$ cat config.mk
export PLATFORM = sky130hd
export DESIGN_NAME = svt_frame_rx
export DESIGN_NICKNAME = d
export VERILOG_FILES = /design/src/rtl/svt_frame_pkg.sv /design/src/rtl/svt_frame_obuf.sv /design/src/rtl/svt_frame_rx.sv
export SDC_FILE = /design/constraint.sdc
export NUM_CORES = 1
export LEC_CHECK = 0
export CAP_MARGIN = 20
export CORE_MARGIN = 1.5
export CORE_UTILIZATION = 45
export CTS_BUF_LIST = sky130_fd_sc_hd__clkbuf_4
export DETAILED_ROUTE_END_ITERATION = 10
export PLACE_DENSITY = 0.69
export SYNTH_ARGS = -nofsm -noshare
export SYNTH_HDL_FRONTEND = slang
export SYNTH_SLANG_ARGS = --single-unit
export TNS_END_PERCENT = 100
$ cat constraint.sdc
create_clock -name clk -period 2.3 [get_ports clk]
set_input_delay 0.345 -clock clk [delete_from_list [all_inputs] [get_ports clk]]
set_output_delay 0.345 -clock clk [all_outputs]
set_load 0.01 [all_outputs]
$ cat src/rtl/svt_frame_pkg.sv
// Shared types and line levels for the svt serial frame link.
// Imported by both the receiver and the transmitter.
package svt_frame_pkg;

    localparam int PKG_DATA_W = 4;

    typedef logic [PKG_DATA_W-1:0] uint_t;

    typedef enum logic [1:0] {
        IDLE   = 2'd0,
        DATA   = 2'd1,
        PARITY = 2'd2,
        STOP   = 2'd3
    } rx_state_t;

    // Outcome of a completed frame, resolved on the stop-bit sample.
    typedef enum logic [1:0] {
        RES_NONE = 2'd0,
        RES_PUSH = 2'd1,
        RES_PERR = 2'd2,
        RES_FERR = 2'd3
    } rx_res_t;

    localparam logic START_LVL = 1'b0;
    localparam logic STOP_LVL  = 1'b1;
    localparam logic IDLE_LVL  = 1'b1;

endpackage

$ cat src/rtl/svt_frame_obuf.sv
// One-entry valid/ready holding register for received payloads.
// Flags an overrun when a push arrives while the held word cannot leave.
module svt_frame_obuf
    import svt_frame_pkg::*;
#(
    parameter int DATA_W = PKG_DATA_W
) (
    input  logic              clk,
    input  logic              rst_n,
    input  logic              push_i,
    input  logic [DATA_W-1:0] data_i,
    input  logic              ready_i,
    output logic [DATA_W-1:0] data_o,
    output logic              valid_o,
    output logic              overrun_o
);

    logic [DATA_W-1:0] data_q;
    logic [DATA_W-1:0] data_d;
    logic              valid_q;
    logic              valid_d;
    logic              ovr_q;
    logic              ovr_d;

    always_comb begin
        data_d  = data_q;
        valid_d = valid_q;
        ovr_d   = 1'b0;
        if (push_i) begin
            if (valid_q && !ready_i) begin
                ovr_d = 1'b1;
            end else begin
                data_d  = data_i;
                valid_d = 1'b1;
            end
        end else if (valid_q && ready_i) begin
            valid_d = 1'b0;
        end
    end

    always_ff @(posedge clk or negedge rst_n) begin
        if (!rst_n) begin
            data_q  <= '0;
            valid_q <= 1'b0;
            ovr_q   <= 1'b0;
        end else begin
            data_q  <= data_d;
            valid_q <= valid_d;
            ovr_q   <= ovr_d;
        end
    end

    assign data_o    = data_q;
    assign valid_o   = valid_q;
    assign overrun_o = ovr_q;

endmodule

$ cat src/rtl/svt_frame_rx.sv
// Bit-serial frame receiver: start, LSB-first data, optional parity, stop.
// Good frames land in a 1-entry buffer; errors are reported as pulses.
module svt_frame_rx
    import svt_frame_pkg::*;
#(
    parameter int DATA_W     = PKG_DATA_W,
    parameter bit PARITY_EN  = 1'b1,
    parameter bit PARITY_ODD = 1'b0
) (
    input  logic              clk,
    input  logic              rst_n,
    input  logic              bit_en,
    input  logic              rxd,
    output logic [DATA_W-1:0] out_data,
    output logic              out_valid,
    input  logic              out_ready,
    output logic              par_err,
    output logic              frame_err,
    output logic              overrun,
    output rx_state_t         state_o
);

    localparam int CNT_W = (DATA_W > 1) ? $clog2(DATA_W) : 1;
    localparam logic [CNT_W-1:0] CNT_LAST = CNT_W'(DATA_W - 1);

    rx_state_t         state_q;
    logic [CNT_W-1:0]  cnt_q;
    logic [DATA_W-1:0] shreg_q;
    logic              par_q;
    rx_res_t           res_q;
    logic              perr_q;
    logic              ferr_q;
    logic              par_bad;

    assign par_bad = PARITY_EN &&
                     (((^shreg_q) ^ par_q ^ PARITY_ODD) != 1'b0);

    always_ff @(posedge clk or negedge rst_n) begin
        if (!rst_n) begin
            state_q <= IDLE;
            cnt_q   <= '0;
            shreg_q <= '0;
            par_q   <= 1'b0;
            res_q   <= RES_NONE;
        end else begin
            res_q <= RES_NONE;
            if (bit_en) begin
                unique case (state_q)
                    IDLE: begin
                        if (rxd == START_LVL) begin
                            state_q <= DATA;
                            cnt_q   <= '0;
                        end
                    end
                    DATA: begin
                        shreg_q[cnt_q] <= rxd;
                        if (cnt_q == CNT_LAST) begin
                            state_q <= PARITY_EN ? PARITY : STOP;
                            cnt_q   <= '0;
                        end else begin
                            cnt_q <= cnt_q + 1'b1;
                        end
                    end
                    PARITY: begin
                        par_q   <= rxd;
                        state_q <= STOP;
                    end
                    STOP: begin
                        // The stop bit never doubles as the next start bit.
                        state_q <= IDLE;
                        if (rxd != STOP_LVL) begin
                            res_q <= RES_FERR;
                        end else if (par_bad) begin
                            res_q <= RES_PERR;
                        end else begin
                            res_q <= RES_PUSH;
                        end
                    end
                endcase
            end
        end
    end

    // Error pulses share the buffer's one-cycle load latency.
    always_ff @(posedge clk or negedge rst_n) begin
        if (!rst_n) begin
            perr_q <= 1'b0;
            ferr_q <= 1'b0;
        end else begin
            perr_q <= (res_q == RES_PERR);
            ferr_q <= (res_q == RES_FERR);
        end
    end

    svt_frame_obuf #(
        .DATA_W (DATA_W)
    ) u_obuf (
        .clk       (clk),
        .rst_n     (rst_n),
        .push_i    (res_q == RES_PUSH),
        .data_i    (shreg_q),
        .ready_i   (out_ready),
        .data_o    (out_data),
        .valid_o   (out_valid),
        .overrun_o (overrun)
    );

    assign par_err   = perr_q;
    assign frame_err = ferr_q;
    assign state_o   = state_q;

endmodule

; After elaboration in Yosys (flattened, before gate mapping)
; Cells that the tools add are included.
[totals]
ff_bits = 19
input_bits = 5
output_inout_bits = 10
elab_cells = 57
[op_classes]
add_sub_neg = 1
order_cmp = 2
eq_ne = 10
n_mux = 18
bitwise = 2
n_reduce_logical = 14
[ops]
columns = operator, count
row1 = 2-bit two-way mux, 8
row2 = 2-bit equality test (second input constant), 5
row3 = 2-bit one-hot mux with 4 select lines, 1
row4 = 2-bit AND reduction, 4
row5 = 1-bit two-way mux, 6
row6 = 2-bit inequality test (second input constant), 3
row7 = 3-bit AND reduction, 2
row8 = 4-bit bitwise mux, 1
row9 = 2-bit by 1-bit equality test with 1-bit output (second input constant), 2
row10 = 2-bit one-hot mux with 2 select lines, 1
row11 = 2-bit nonzero test, 2
row12 = 4-bit parity, 1
row13 = 1-bit logical AND, 3
row14 = 2-bit by 3-bit less-than comparator with 1-bit output (second input constant), 1
row15 = 2-bit by 1-bit adder with 2-bit output (second input constant), 1
row16 = 1-bit demux with 2-bit select, 1
row17 = 2-bit by 1-bit >= comparator with 1-bit output (second input constant), 1
row18 = 2-bit zero test, 1
row19 = 1-bit zero test, 1
row20 = 1-bit inverter, 1
row21 = 1-bit bitwise XOR, 1

; Depth between registers and ports, before layout
[logic_depth]
ltp_word = 6
depth_mapped = 5
mapped_depth_nobuf = 5

; Cells and area by module
; From an unflattened synthesis, not the netlist that was laid out.
[unflattened]
cells_unflattened = 77
area_unflattened_um2 = 942.2
[modules_own_cells]
columns = module, n_inst, cells_each, area_per_inst_um2, seq_area_each_um2
row1 = svt_frame_rx, 1, 62, 695.7, 325.3
row2 = svt_frame_obuf, 1, 15, 246.5, 150.1

; Least setup slack after synthesis
; OpenSTA, ideal clock, no wires.
[synth_timing]
kind = flip-flop to flip-flop
startpoint = reg state_q[0] (netlist: state_o[0])
endpoint = reg state_q[1] (netlist: state_o[1])
setup_time_ps = 125
arrival_ps = 1309
required_time_ps = 2175
setup_slack_ps = 866
stages_incl_launch_ff = 6
n_path_buf = 0
synth_period_minus_slack_ps = 1434
path_cell_list = dfrtp_1 inv_1 ha_1 a21boi_4 nand2_2 mux2_4
[synth_between]
elab_chain_cells = 3
word_cells_on_any_way = 8
classes_between = eq/ne: 5 / mux: 1 / reduce/logical: 2
[synth_lines]
columns = element, line_no
row1 = start: declaration, svt_frame_rx.sv:26  ; rx_state_t state_q;
row2 = start signal: assignment, svt_frame_rx.sv:58  ; state_q <= PARITY_EN ? PARITY : STOP;
row3 = 2-bit by 1-bit equality test with 1-bit output or 2-bit zero test (tied branches), svt_frame_rx.sv:48  ; unique case (state_q)
row4 = 2-bit inequality test (no source line), --
row5 = 3-bit AND reduction (no source line), --
; Several ways; a longest one is shown, not always the timed one.
; A chain may end at the register's enable or synchronous reset.

; Final worst setup path
[layout_timing]
startpoint = reg state_q[1] (netlist: state_o[1])
endpoint = out state_o[1]
[layout_rtl]
columns = element, line_no
row1 = end: declaration, svt_frame_rx.sv:20  ; output rx_state_t state_o
; No word-level cell between the ends.

==> results.md <==
- Htree depth: 1
- CP top delay family: buffers and inverters
- Total die area: 0.00229 mm2
- Max-slew headroom: 84.2%
- Internal power: between 800 and 900 uW
- Synth top area share: ~53%
- Area Growth Syn to Fin: 23.1%
- Slew Limit Fails: 0
- Antenna fix cells: 0
- Global Route Usage Sum: 13.2%
- Leakage dissipation: around 0.00055 uW
- CTS sink cnt: 19
- First-iteration detailed-routing DRC count: 6
- Yosys top cell by area: dfrtp_1
- Synth Cell Area: 905 um2
- Initial antenna violation count: 0
- TritonCTS clock tree: done
- DP Cell Count: between 100 and 150
- Post-CTS Repair Setup Buffers: 0
- Clk_skew: 0.0137 ns
- Hold crit path type: input port to asynchronous set/reset pin
- Post-synthesis adder-cell area fraction: 12.4%
- CP Capture Type: primary output
- Most frequent cells in the layout: dfrtp_1, clkdlybuf4s50_1, ha_1, nand2_1
- Num CTS Buffers: 3
- Mux cell area share after synthesis: 7.75%
- Power density over the cells: ~1200 mW/mm2
- IO Port Bufs: 14
- Outcome: complete, no violations
- Setup TNS: 0 ns
- Slowest-stage cell, CP: clkdlybuf4s50_1
- Register area share after synthesis: 52.6%
- Routability Congestion: 0.711
- Initial core utilization: 47.1%
- Ports: 15
- WP data required: 1.96 ns
- Chip Width: approximately 48 um
- Total core area: 0.00192 mm2
- Worst EP arrival: 1.31 ns
- Vias in the first global route: 477
- Largest net degree at the start of global routing: 20
- Peak Freq: 605 MHz
- Via count: 585
- Post-synthesis net count: 89
- Seq cells post-synth: 19
- Final period util: 71.9%
- Clock slew at reported path FFs: 0.12 ns
- Final Net Count: 109
- Pre-Repair DR Iteration Count: 4
- Hold_buf cts: 0
- Maximum VDD drop: approximately 670 uV
- Critical path fanouts, max: 5
- Yosys cell types: 23
- Setup Crit Path Kind: register to primary output
- Slowest stage delay, CP: 0.57 ns
- Final Hold Violating Endpoints: 0
- Filler cell count: 178
- First-pass GRT wire length: 2030 um
- Final setup violation count: 0
- Area share of and/or/nand/nor cells after synthesis: 11.6%
- Main combinational cell family by area after synthesis: adder cells
- Placed wire-length estimate: 1090 um
- Net Sw Frac: 35.3%
- Switching power: 468 uW
- Yosys warning count: 0
- Slew @ Worst Pin: 0.236 ns
- CTS root buf: clkbuf_4
- Bufs on Longest Clock Path: 2
- Buffers & Inverters on Critical Path: 1
- Antenna viol nets, final: 0
- Vias per cell: 4.83
- Mapped Cells: 75
- Combinational power share: 45.3%
- Post-synthesis compound-gate area fraction: 9.13%
- Routed WL: between 1000 and 1500 um
- Mean area per synthesized cell: 12.1 um2
- Tmin final: 1.65 ns
- Crit start category: register
- Ranking of synthesized cells by area: dfrtp_1, ha_1, mux2_2
- Xor and xnor area share after synthesis: 4.43%
- Drt drc: 0
- Layout cells sized above 1: 12.8%
- Seq pwr share: 42.2%
- Critical path, cell by cell: clkdlybuf4s50_1
- MaxCap Viol Count: 0
- Die Y: roughly 48 um
- Non-Filler Instances: around 120
- GRT overflow: 0
- Worst skew pair latency: 0.30 ns
- CTS resizes: 0
- Avg WL per Cell: 11.1 um
- Clock power share: 12.6%
- Commonest non-fill, non-tap cell in the layout: dfrtp_1
- RSZ-0062 raised after global routing: false
- Row count: 16
[per-layer routing]
layer / GRT usage (%) / up-vias / share of wire (%)
met1: 17.2 / 282 / 46
met2: 21.1 / 13 / 50
met4: 6.49 / 0 / 0
li1: - / 290 / -
met5: 0 / - / 0
met3: 2.26 / 0 / 3.9
[synthesized netlist by cell type]
cell and instances:
o21ai_0 5, a32o_1 1, o21ba_1 1, nand3_1 4
a21oi_1 1, ha_1 9, nand2b_1 4, a21boi_4 1
mux2i_1 1, xor2_1 1, dfrtp_1 19, xnor3_1 1
and2_1 1, mux2_4 1, xnor2_1 1, inv_1 5
o21ai_1 1, a22o_1 1, nor2_1 3, nor2b_1 1
nand2_2 1, mux2_2 4, nand2_1 8
[final cells by class]
type / instances / area, um2 / share of cell area, %
flip-flops and latches: 19 / 475 / 42.7
multi-input cells: 51 / 410 / 36.9
repair buffers: 15 / 148 / 13.3
well taps: 27 / 33.8 / 3.03
clock buffers: 3 / 22.5 / 2.02
inverters: 5 / 18.8 / 1.69
clock inverters: 1 / 5.00 / 0.449
[cells by family (layout without fill, tap and decap cells)]
kind of cell / Yosys count / count (layout)
compound gates: 11 / 11
fa+ha+maj: 9 / 9
xor+xnor: 3 / 3
mux: 6 / 6
flops: 19 / 19
simple gates: 22 / 22
buf+inv: 5 / 24
[flip-flops by register name, summed over array words and instances (netlist names)]
name              flops
frame_err             1
par_err               1
u_obuf.valid_o        1
shreg_q               4
state_o               2
u_obuf.data_o         4
u_obuf.overrun_o      1
res_q                 2
par_q                 1
cnt_q                 2
[worst paths after layout]
path	endpoint	cells past startpoint	slack (ns)	start
hold / removal	u_obuf.data_o[2]	2	0.37	rst_n
max in group asynchronous	shreg_q[0]	2	1.73	rst_n
setup reg to reg	state_o[1]	5	0.82	state_o[1]
setup / recovery	state_o[1]	1	0.65	state_o[1]
hold reg to reg	par_err	1	0.45	res_q[0]
min in group clk	par_err	1	0.45	res_q[0]
[worst register-to-register path, delay by kind of cell, from the launching register on]
| family | cells | cell delay (ns) |
|---|---|---|
| DFF | 1 | 0.45 |
| adders and majority gates | 1 | 0.28 |
| buffers and inverters | 1 | 0.13 |
| muxes | 1 | 0.29 |
| and+or+nand+nor | 2 | 0.24 |
[through the flow]
step           utilization, %  cell area, um2  power [uW]  setup slack [ns]  hold slack, ns
2_1_floorplan               -             905         958             0.866          0.0494
3_3_place_gp             56.5            1090        1150             0.630           0.421
3_5_place_dp             56.5            1090        1180             0.589           0.434
4_1_cts                  57.9            1110        1340             0.650           0.376
5_1_grt                  57.9            1110        1430             0.603           0.382
6_report                 57.9            1110        1330             0.647           0.366
[power by group through the flow]
stage | sequential [uW] | clock (uW) | combinational (uW)
final | 559 | 167 | 600
after global routing | 580 | 182 | 669
after CTS | 561 | 169 | 611
after detailed placement | 566 | 0 | 610
after global placement | 559 | 0 | 591
after floorplan | 571 | 0 | 387
Note: power is estimated with default switching activity, not from simulation.
